### src/rtl/sips4_pkg.sv
// Shared definitions for the SIPS4 program-memory loader.
// Provides the default memory geometry, the nibble width and the loader state type.
package sips4_pkg;

    localparam int unsigned SIPS4_ADDR_W = 4;
    localparam int unsigned SIPS4_WORD_W = 16;
    localparam int unsigned SIPS4_NIB_W  = 4;

    typedef enum logic [2:0] {
        LD_IDLE    = 3'd0,
        LD_COLLECT = 3'd1,
        LD_WRITE   = 3'd2,
        LD_FULL    = 3'd3,
        LD_EXIT    = 3'd4
    } ld_state_e;

endpackage

### src/rtl/btn_debounce.sv
// Push-button conditioner: two-flop synchronizer, stability filter and press detector.
// Ports:
//   clk, rst_n  : clock, asynchronous active-low reset
//   btn_n_i     : raw active-low button, asynchronous and bouncy
//   press_o     : one-cycle pulse when the filtered level falls 1->0 (release gives nothing)
module btn_debounce #(
    parameter int unsigned DEBOUNCE_CYCLES = 250000
) (
    input  logic clk,
    input  logic rst_n,
    input  logic btn_n_i,
    output logic press_o
);

    localparam int unsigned CNT_W = (DEBOUNCE_CYCLES > 1) ? $clog2(DEBOUNCE_CYCLES) : 1;
    localparam logic [CNT_W-1:0] RELOAD = CNT_W'(DEBOUNCE_CYCLES - 1);

    logic             sync1_q, sync2_q;
    logic             db_q, db_d;
    logic [CNT_W-1:0] cnt_q, cnt_d;
    logic             press_q, press_d;

    always_ff @(posedge clk or negedge rst_n) begin
        if (!rst_n) begin
            sync1_q <= 1'b1;
            sync2_q <= 1'b1;
        end else begin
            sync1_q <= btn_n_i;
            sync2_q <= sync1_q;
        end
    end

    // Down-counter armed while the synchronized input agrees with the filtered level;
    // the filtered level follows only after DEBOUNCE_CYCLES consecutive disagreeing cycles.
    always_comb begin
        db_d  = db_q;
        cnt_d = cnt_q;
        if (sync2_q == db_q) begin
            cnt_d = RELOAD;
        end else if (cnt_q == '0) begin
            db_d  = sync2_q;
            cnt_d = RELOAD;
        end else begin
            cnt_d = cnt_q - CNT_W'(1);
        end
        press_d = db_q & ~db_d;
    end

    always_ff @(posedge clk or negedge rst_n) begin
        if (!rst_n) begin
            db_q    <= 1'b1;
            cnt_q   <= RELOAD;
            press_q <= 1'b0;
        end else begin
            db_q    <= db_d;
            cnt_q   <= cnt_d;
            press_q <= press_d;
        end
    end

    assign press_o = press_q;

endmodule

### src/rtl/sips4_prog_loader.sv
// SIPS4 program-memory writer. Assembles four nibbles per instruction word from the
// slide switches (one per debounced button press, most significant nibble first),
// writes each word through a single memory write port and holds the core while loading.
// Ports:
//   clk, rst_n             : clock, asynchronous active-low reset
//   load_req               : level, 1 = enter/stay in load mode
//   nib_in                 : switch nibble, taken on an accepted press
//   strobe_n               : raw active-low button
//   wr_en/wr_addr/wr_data  : memory write port (wr_en is a one-cycle pulse)
//   cpu_hold, cpu_restart  : core control (restart pulses once when leaving load mode)
//   nib_idx, word_cnt, full: progress indicators for the board LEDs
//
// state      | meaning
// -----------+----------------------------------------------------------
// LD_IDLE    | core running; waiting for load_req
// LD_COLLECT | core held; accepting nibbles of the current word
// LD_WRITE   | single cycle; wr_en asserted, pointer and word count advance
// LD_FULL    | every address written this session; presses ignored
// LD_EXIT    | single cycle; cpu_restart with cpu_hold still asserted
module sips4_prog_loader
    import sips4_pkg::*;
#(
    parameter int unsigned DEBOUNCE_CYCLES = 250000,
    parameter int unsigned ADDR_W          = SIPS4_ADDR_W,
    parameter int unsigned WORD_W          = SIPS4_WORD_W
) (
    input  logic                   clk,
    input  logic                   rst_n,
    input  logic                   load_req,
    input  logic [SIPS4_NIB_W-1:0] nib_in,
    input  logic                   strobe_n,
    output logic                   wr_en,
    output logic [ADDR_W-1:0]      wr_addr,
    output logic [WORD_W-1:0]      wr_data,
    output logic                   cpu_hold,
    output logic                   cpu_restart,
    output logic [1:0]             nib_idx,
    output logic [ADDR_W:0]        word_cnt,
    output logic                   full
);

    localparam int unsigned    NIBS     = WORD_W / SIPS4_NIB_W;
    localparam logic [1:0]     LAST_NIB = 2'(NIBS - 1);
    localparam logic [ADDR_W:0] DEPTH   = {1'b1, {ADDR_W{1'b0}}};

    ld_state_e                       state_q, state_d;
    logic [ADDR_W-1:0]               ptr_q, ptr_d;
    logic [WORD_W-SIPS4_NIB_W-1:0]   asm_q, asm_d;
    logic [WORD_W-1:0]               wr_data_q, wr_data_d;
    logic [1:0]                      nib_q, nib_d;
    logic [ADDR_W:0]                 cnt_q, cnt_d;
    logic                            full_q, full_d;
    logic                            press;

    btn_debounce #(
        .DEBOUNCE_CYCLES(DEBOUNCE_CYCLES)
    ) u_strobe (
        .clk    (clk),
        .rst_n  (rst_n),
        .btn_n_i(strobe_n),
        .press_o(press)
    );

    always_comb begin
        state_d   = state_q;
        ptr_d     = ptr_q;
        asm_d     = asm_q;
        wr_data_d = wr_data_q;
        nib_d     = nib_q;
        cnt_d     = cnt_q;
        full_d    = full_q;

        unique case (state_q)
            LD_IDLE: begin
                if (load_req) begin
                    state_d = LD_COLLECT;
                    ptr_d   = '0;
                    asm_d   = '0;
                    nib_d   = '0;
                    cnt_d   = '0;
                    full_d  = 1'b0;
                end
            end
            LD_COLLECT: begin
                // Leaving load mode wins over a coincident press; the partial word is dropped.
                if (!load_req) begin
                    state_d = LD_EXIT;
                end else if (press) begin
                    if (nib_q == LAST_NIB) begin
                        wr_data_d = {asm_q, nib_in};
                        nib_d     = '0;
                        state_d   = LD_WRITE;
                    end else begin
                        asm_d = {asm_q[WORD_W-2*SIPS4_NIB_W-1:0], nib_in};
                        nib_d = nib_q + 2'd1;
                    end
                end
            end
            LD_WRITE: begin
                // The write is already on the port this cycle, so it completes even on exit.
                ptr_d = ptr_q + ADDR_W'(1);
                cnt_d = cnt_q + (ADDR_W+1)'(1);
                if (cnt_d == DEPTH) begin
                    full_d = 1'b1;
                end
                if (!load_req) begin
                    state_d = LD_EXIT;
                end else if (cnt_d == DEPTH) begin
                    state_d = LD_FULL;
                end else begin
                    state_d = LD_COLLECT;
                end
            end
            LD_FULL: begin
                if (!load_req) begin
                    state_d = LD_EXIT;
                end
            end
            LD_EXIT: begin
                state_d = LD_IDLE;
            end
            default: begin
                state_d = LD_IDLE;
            end
        endcase
    end

    always_ff @(posedge clk or negedge rst_n) begin
        if (!rst_n) begin
            state_q   <= LD_IDLE;
            ptr_q     <= '0;
            asm_q     <= '0;
            wr_data_q <= '0;
            nib_q     <= '0;
            cnt_q     <= '0;
            full_q    <= 1'b0;
        end else begin
            state_q   <= state_d;
            ptr_q     <= ptr_d;
            asm_q     <= asm_d;
            wr_data_q <= wr_data_d;
            nib_q     <= nib_d;
            cnt_q     <= cnt_d;
            full_q    <= full_d;
        end
    end

    // The write address is the pointer itself: during LD_WRITE it still holds the
    // target address, and after the last write it has wrapped back to 0.
    assign wr_en       = (state_q == LD_WRITE);
    assign wr_addr     = ptr_q;
    assign wr_data     = wr_data_q;
    assign cpu_hold    = (state_q != LD_IDLE);
    assign cpu_restart = (state_q == LD_EXIT);
    assign nib_idx     = nib_q;
    assign word_cnt    = cnt_q;
    assign full        = full_q;

endmodule

### config.mk
export PLATFORM = sky130hd
export DESIGN_NAME = sips4_prog_loader
export DESIGN_NICKNAME = d
export VERILOG_FILES = /design/src/rtl/sips4_pkg.sv /design/src/rtl/btn_debounce.sv /design/src/rtl/sips4_prog_loader.sv
export SDC_FILE = /design/constraint.sdc
export NUM_CORES = 1
export LEC_CHECK = 0
export CAP_MARGIN = 20
export CORE_UTILIZATION = 50
export DETAILED_ROUTE_END_ITERATION = 7
export GPL_TIMING_DRIVEN = 0
export HOLD_SLACK_MARGIN = 0.03
export PLACE_DENSITY_LB_ADDON = 0.05
export SLEW_MARGIN = 40
export SYNTH_ARGS = -nofsm -noshare
export SYNTH_HDL_FRONTEND = slang
export SYNTH_SLANG_ARGS = --single-unit
### constraint.sdc
create_clock -name clk -period 5.3 [get_ports clk]
set_input_delay 0.795 -clock clk [delete_from_list [all_inputs] [get_ports clk]]
set_output_delay 0.795 -clock clk [all_outputs]
set_load 0.01 [all_outputs]
==> results summary, run 1 <==
By area the synthesized netlist is led by sky130_fd_sc_hd__dfrtp_1, sky130_fd_sc_hd__dfstp_2, sky130_fd_sc_hd__mux2_2. The area after detailed placement is ~3400 um2. Of the post-synthesis cell area, the dominant cell type holds 45.2%.

In this run, the number of DRC markers left after iteration 0 of detailed routing was 83. Of all flip-flops after synthesis, the portion carrying an async set or reset was 100%. The floorplan row count is 27. Cells with a size suffix above 1 make up approximately 17% of the layout. Setup violations remaining at the end of the flow were counted as 0. The antenna diode count is 0. The relative slew slack is a little under three fifths. Walking the worst path, the cells encountered are clkbuf_1 -> or3b_2 -> inv_1 -> clkdlybuf4s50_1.

Timing would allow up to about 310 MHz. The clock slew seen by the registers of the worst setup and hold paths is 0.07 ns. In the final routed layout, each cell accounts on average for around 13 um. The number of buffer cells added on primary ports came out at 37. The clock skew came out at 0.00647 ns. The path class of the tightest hold or removal check is input pin to async pin. Power spread over the standard cell area amounts to about 270 nW/um2. Across the VDD grid, the largest voltage drop is 137 uV. For the pin with the worst max-slew slack, the measured transition is roughly 0.67 ns. Setup repair after global routing left no endpoint under its margin. For this design, the sink count on the clock tree is between 60 and 70. The via count of the first global-routing pass came out at 2018. The tool flagged a number of max-cap violations equal to 0. Counting flops with a built-in enable in the synthesized netlist gives 0. The chip height is 77.9 um. The total setup buffers inserted after CTS is 0.

The total wire length came out at roughly 5200 um. The wire length of the first global-routing pass came out at approximately 9400 um. The total core area came out at between 5000 and 6000 um2. The final-stage net count is ~330. The number of remaining DRC errors came out at 0. The worst setup path is launched from a register.

The slowest cell on the critical path is sky130_fd_sc_hd__clkdlybuf4s50_1. The initial antenna violation count is 0. The final instance area came out at between 3000 and 4000 um2. The average instance in the mapped netlist occupies roughly 11 um2. The detailed-placement wirelength estimate is between 3000 and 4000 um. The final period demand of the worst path came out at around 3.2 ns. The synthesis warning total is 0.

The area of the mapped netlist came out at 2880 um2. The number of buffers created by CTS is 9. In this run the remaining antenna-violating nets after routing total 0. The number of nets in the synthesized netlist is ~280. The die is 77.9 um wide. The flop and latch count out of synthesis is 65. The period utilization is 60.0%. The data arrival time of the critical path came out at approximately 2.4 ns. The total I/O pin count came out at 39. The clock latency on the worst-skew pair came out at between 0.3 and 0.4 ns.

The maximum buffer depth of the clock tree is 2. The setup TNS came out at 0 ns. The dominant cell type by area after synthesis is sky130_fd_sc_hd__dfrtp_1. The total die area came out at slightly above 6000 um2.

The critical path is of the register to output port type. After technology mapping, the gate count stands at around 270. The leakage power total came out at around 1.6 nW.

The clock tree synthesis step divided the H-tree into 3 levels. The total of cells resized after clock tree synthesis is 0. The critical path capture point type is an output port.

The portion of the post-synthesis area used by sequential elements is a little under three fifths. The prevailing post-synth register cell is sky130_fd_sc_hd__dfrtp_1. The critical path's largest stage delay came out at ~0.58 ns. The total number of vias is between 2000 and 2500. The weighted congestion at the end of routability-driven global placement is 0.739. Of all nets on the critical path, the largest fanout is 10. The number of vias per cell is 5.33. The number of hold buffers added after CTS is 0.

At the worst endpoint, the required time is approximately 4.5 ns. The distinct cell type count of the synthesized netlist is between 40 and 50. The clock tree from TritonCTS is done. The run finished with clean final reports. The synthesis-to-layout area growth is 23.4%. The final-report hold violation count is 0. The cell sitting at the root of the clock tree is a sky130_fd_sc_hd__clkbuf_8.

The initial cell density of the core came out at 52.0%. The sum of overflow across all layers after global routing came out at 0. The maximum number of pins on one net before global-route repair is 42. The overall global routing resource usage came out at 20.0%.

The first detailed-routing pass took 4 iterations. The number of max-slew violations in the final report came out at 0.
area by class of cell:
type                       instances  area [um2]
sequential                        65        1640
clock buffer                      10         138
tap                               72        90.1
fill                             472        1990
timing repair buffer              38         388
clock inverter                     6        57.6
multi-input combinational        183        1170
inverter                           6        22.5
buffer                            11        45.0
routing by layer:
metal  track usage (%)  up-vias  share of wire (%)
li1                  -     1027                  -
met1              27.3     1012                 49
met2              30.4       35                 45
met3              4.35        9                3.0
met4              9.06        0                2.1
met5                 0        -                  0
where the power goes:
| part | internal, W | switching [W] |
|---|---|---|
| Sequential | 0.000509 | 0.00000825 |
| Combinational | 0.0000157 | 0.0000319 |
| Clock | 0.000226 | 0.000182 |
| Total | 0.000751 | 0.000223 |
worst max-delay path, delay by kind of cell (launching register included):
kind	cells	cell delay (ns)
flip-flops	1	0.37
buffers and inverters	3	1.12
AND/OR/NAND/NOR	1	0.57
flip-flops by register name (all words and copies together) (netlist names), 2 cells and up:
name	cells
u_strobe.cnt_q	18
wr_addr	4
wr_data	16
state_q	3
word_cnt	5
nib_idx	2
asm_q	12
cells in the mapped netlist, types with 2 or more instances:
library cell and instances:
sky130_fd_sc_hd__a21oi_1 3, sky130_fd_sc_hd__a22o_1 5, sky130_fd_sc_hd__a31oi_1 2, sky130_fd_sc_hd__and3_1 2
sky130_fd_sc_hd__buf_2 3, sky130_fd_sc_hd__clkbuf_1 8, sky130_fd_sc_hd__dfrtp_1 52, sky130_fd_sc_hd__dfstp_2 13
sky130_fd_sc_hd__ha_1 5, sky130_fd_sc_hd__inv_1 6, sky130_fd_sc_hd__mux2_2 16, sky130_fd_sc_hd__nand2_1 43
sky130_fd_sc_hd__nand3_1 5, sky130_fd_sc_hd__nor2_1 15, sky130_fd_sc_hd__nor2b_1 3, sky130_fd_sc_hd__nor3_1 7
sky130_fd_sc_hd__nor3b_1 2, sky130_fd_sc_hd__nor4_1 8, sky130_fd_sc_hd__o21ai_0 24, sky130_fd_sc_hd__o21ai_1 2
sky130_fd_sc_hd__o31ai_1 2, sky130_fd_sc_hd__or3_1 2, sky130_fd_sc_hd__or4_1 3, sky130_fd_sc_hd__xnor2_1 12
sky130_fd_sc_hd__xor2_1 2
placed cells by master (no fill, tap or decap), types with 4 or more instances in the layout:
| cell type | Yosys | layout |
|---|---|---|
| sky130_fd_sc_hd__clkdlybuf4s50_1 | 0 | 36 |
| sky130_fd_sc_hd__dfrtp_1 | 52 | 52 |
| sky130_fd_sc_hd__xnor2_1 | 12 | 12 |
| sky130_fd_sc_hd__nor4_1 | 8 | 8 |
| sky130_fd_sc_hd__nor3_1 | 7 | 7 |
| sky130_fd_sc_hd__o21ai_0 | 24 | 24 |
| sky130_fd_sc_hd__a22o_1 | 5 | 5 |
| sky130_fd_sc_hd__nand2_1 | 43 | 43 |
| sky130_fd_sc_hd__clkbuf_8 | 0 | 10 |
| sky130_fd_sc_hd__clkinv_2 | 0 | 4 |
| sky130_fd_sc_hd__nor2_1 | 15 | 15 |
| sky130_fd_sc_hd__inv_1 | 6 | 6 |
| sky130_fd_sc_hd__clkbuf_1 | 8 | 8 |
| sky130_fd_sc_hd__mux2_2 | 16 | 16 |
| sky130_fd_sc_hd__dfstp_2 | 13 | 13 |
| sky130_fd_sc_hd__nand3_1 | 5 | 5 |
| sky130_fd_sc_hd__ha_1 | 5 | 5 |
cells by family after synthesis:
kind of cell,Yosys count,synth area share [%]
AND/OR/NAND/NOR,101,17.4
XOR/XNOR,14,4.26
AO/OA/AOI/OAI,45,9.65
adder cells (fa/ha/maj),5,2.17
multiplexers,18,7.13
buffers and inverters,17,2.35
flip-flops,65,57.1
path summary, 6_finish.rpt:
path	start	end	slack, ns	cells past startpoint
worst max-delay path	state_q[1]$_DFFE_PN0P_	wr_en	2.12	4
worst min-delay path	rst_n	asm_q[11]$_DFFE_PN0P_	0.36	1
worst min register to register	u_strobe.sync1_q$_DFF_PN1_	u_strobe.sync2_q$_DFF_PN1_	0.36	0
min in group clk	u_strobe.sync1_q$_DFF_PN1_	u_strobe.sync2_q$_DFF_PN1_	0.36	0
max in group asynchronous	rst_n	u_strobe.cnt_q[16]$_DFF_PN1_	4.36	2
worst max register to register	state_q[0]$_DFFE_PN0P_	wr_data[11]$_DFFE_PN0P_	2.91	7
metrics by stage:
step | setup slack [ns] | total power (W) | cells | utilization, % | hold WS [ns]
after global routing | 2.01 | 0.00102 | 391 | 64.1 | 0.362
after detailed placement | 2.49 | 0.000575 | 375 | 60.6 | 0.350
after CTS | 2.12 | 0.000986 | 391 | 64.1 | 0.356
after global placement | 1.28 | 0.000573 | 374 | 60.3 | 0.347
final | 2.12 | 0.000974 | 391 | 64.1 | 0.355
after floorplan | 3.14 | 0.000547 | 265 | - | 0.345
(Power assumes the default switching activity.)
==> inputs of run 2 (changes only) <==
CORE_UTILIZATION = 49   (was 50)
clock period = 2.9 ns   (was 5.3 ns; I/O delays follow)
==> run 2 against run 1 <==
Net effect: global-route usage fell by 0.64 points; sequential share of layout area decreased by 0.69 points; count of clock-buffer cells in the layout down 1; combinational power increased by 84%; sequential cell count unchanged; clock power increased by 130%; routed wire length about the same; sequential power is 83% higher; setup slack worse by 1.9 ns; critical path depth unchanged; register-to-register slack worse by 2.4 ns; largest power group unchanged.
==> results summary, run 2 (synthesized netlist as in run 1, its figures left out) <==
The flow ran to the end, and the final reports show no timing, DRC or antenna violations. The total power per unit cell area is between 500 and 600 nW/um2. The smallest setup slack after layout came out at about 0.23 ns. Cells fill roughly 65% of the core in the end.

CTS placed an instance of sky130_fd_sc_hd__clkbuf_8 at the clock tree root. The total of cells resized after clock tree synthesis is 0. The total die area is just over 6000 um2. Together, buffers and inverters on the worst path number 3. The total number of vias came out at around 2100.

The number of buffer cells added on primary ports came out at 37. The critical path's top delay family is buffers and inverters. The clock arrives with 0.00776 ns of skew. The total wire length came out at 5250 um. The required time at the worst-slack endpoint is 2.47 ns. VDD sags by at most roughly 320 uV.

The critical path's largest stage delay came out at between 0.5 and 0.6 ns. The violation count after the first detailed-routing iteration is 66. The leakage power total is 1.58 nW. The relative slew slack came out at ~57%. Setup violations remaining at the end of the flow were counted as 0. Walking the worst path, the cells encountered are clkbuf_1 -> or3b_2 -> inv_1 -> clkdlybuf4s50_1. The peak fanout along the critical path came out at 8. The final-report hold violation count is 0. In this run the worst hold path is classified as register to register. The initial antenna violation count is 0. The CTS H-tree depth came out at 3. The area after detailed placement came out at between 3000 and 4000 um2.

The per-cell routed wire length is between 10 and 15 um. The repair_antennas step left the layout with diodes totalling 0. The synthesis-to-layout area growth is 25.2%.

The number of filler instances in the final layout came out at between 400 and 500. The final-stage net count came out at about 330. After layout, the minimum clock period comes to 2.67 ns. TritonCTS built the clock tree. The setup slack at placement is roughly 0.46 ns. The worst path uses ~92% of the clock period. The total I/O pin count is 39. The number of max-slew violations in the final report is 0. Leaving out fill and tap cells, the most frequent cell in the layout is sky130_fd_sc_hd__dfrtp_1. The upper clock frequency limit came out at roughly 370 MHz.

The final instance area is 3610 um2. The floorplan row count is 27. The antenna violation net count after detailed routing is 0. The combined area of the multi-input logic cells came out at about 1200 um2. The actual slew at the worst max-slew pin came out at 0.643 ns. Entering global routing, the biggest net connects 44 pins. The overall global routing resource usage came out at 19.4%.

The element type at the critical path start is a register. The number of remaining DRC errors is 0. u_strobe.cnt_q holds more flip-flops than any other register.

The number of flip-flops in the largest register is 18. The critical setup path kind is register to output port. At the end of routability-driven placement, the weighted congestion stood at between 0.7 and 0.8. The width of the chip is ~79 um. The clock slew seen by the registers of the worst setup and hold paths came out at 0.07 ns. The total core area is around 5600 um2.

The via count of the first global-routing pass is slightly below 2000. Leaving out fill and tap cells, the most frequent cells in the layout are sky130_fd_sc_hd__dfrtp_1, sky130_fd_sc_hd__nand2_1, sky130_fd_sc_hd__clkdlybuf4s50_1. The total of max-cap violations is 0. The initial cell density of the core came out at a little over 50%. In this run the deepest clock path goes through 2 buffers. The clock latency on the worst-skew pair came out at 0.34 ns. The sequential cells in the finished layout cover a total of about 1600 um2.

The wire length of the first global-routing pass came out at 9210 um. The slowest cell on the critical path is sky130_fd_sc_hd__or3b_2. In this run, CTS created clock tree buffers numbering 9. The layout cell share with drive strength beyond 1 came out at about 17%. The count of TritonRoute iterations in the first routing pass came out at 4. In the routed layout, each cell is associated on average with a via count of between 5 and 6. The data arrival time of the critical path is roughly 2.2 ns.

The number of clock sinks seen by CTS is 65. Setup repair after global routing left no endpoint under its margin. The detailed-placement wirelength estimate is around 3600 um. The worst setup path is captured at an output port. The sum of overflow across all layers after global routing is 0.

The chip height is around 79 um.
## run 2: cell count changes in the layout (fill, tap and decap cells not counted)
cell	delta
sky130_fd_sc_hd__dlygate4sd3_1	+1
sky130_fd_sc_hd__clkbuf_1	-1
sky130_fd_sc_hd__clkinvlp_4	+1
sky130_fd_sc_hd__clkbuf_8	-1
sky130_fd_sc_hd__bufinv_16	+2
sky130_fd_sc_hd__clkinv_2	-3
sky130_fd_sc_hd__clkinv_4	+1
## run 2: metal layers
layer  routed length (um)  global-route usage [%]  part of all wire, %  vias to the layer above
li1                     -                       -                    -                     1033
met4                  105                    11.1                  2.0                        0
met2                 2270                    27.7                   43                       42
met5                    0                       0                    0                        -
met1                 2690                    27.4                   51                     1001
met3                  181                    3.60                  3.4                       11
## run 2: repair_timing
item / 4_1_cts / 5_1_grt
setup buffers: 0 / 0
hold buffers: 1 / 0
hold endpoints to repair: 14 / 0
endpoints found under the setup margin: 0 / 1
## run 2: cell type report
class / count / share of cell area [%]
multi-input cells: 183 / 32.4
plain buffers: 10 / 1.15
clock inverters: 7 / 3.30
repair buffers: 39 / 11.0
inverters: 6 / 0.625
clock buffers: 9 / 3.44
well taps: 72 / 2.50
flip-flops and latches: 65 / 45.6
## run 2: final timing paths
| kind | to | from | slack, ns | depth (start not counted) |
|---|---|---|---|---|
| max | wr_en | state_q[0]$_DFFE_PN0P_ | 0.23 | 4 |
| min | u_strobe.sync2_q$_DFF_PN1_ | u_strobe.sync1_q$_DFF_PN1_ | 0.36 | 0 |
| max reg2reg | u_strobe.cnt_q[13]$_DFF_PN0_ | u_strobe.cnt_q[0]$_DFF_PN1_ | 0.52 | 7 |
| min reg2reg | u_strobe.sync2_q$_DFF_PN1_ | u_strobe.sync1_q$_DFF_PN1_ | 0.36 | 0 |
| max in group asynchronous | u_strobe.cnt_q[3]$_DFF_PN1_ | rst_n | 1.80 | 3 |
| min in group asynchronous | wr_data[0]$_DFFE_PN0P_ | rst_n | 0.54 | 2 |
## run 2: per-stage QoR
stage / hold WS [ns] / TNS, ns / instances / power (W)
4_1_cts: 0.361 / 0 / 392 / 0.00199
6_report: 0.360 / 0 / 391 / 0.00196
5_1_grt: 0.365 / 0 / 391 / 0.00204
2_1_floorplan: 0.139 / 0 / 265 / 0.00100
3_5_place_dp: 0.351 / 0 / 375 / 0.00105
3_3_place_gp: 0.347 / -39.41 / 374 / 0.00105
## run 2: where the power goes
| group | total (W) | internal, W | switching (W) |
|---|---|---|---|
| sequential | 0.000945 | 0.000930 | 0.0000149 |
| combinational | 0.0000880 | 0.0000296 | 0.0000584 |
| clock | 0.000930 | 0.000571 | 0.000359 |
| total | 0.00196 | 0.00153 | 0.000432 |
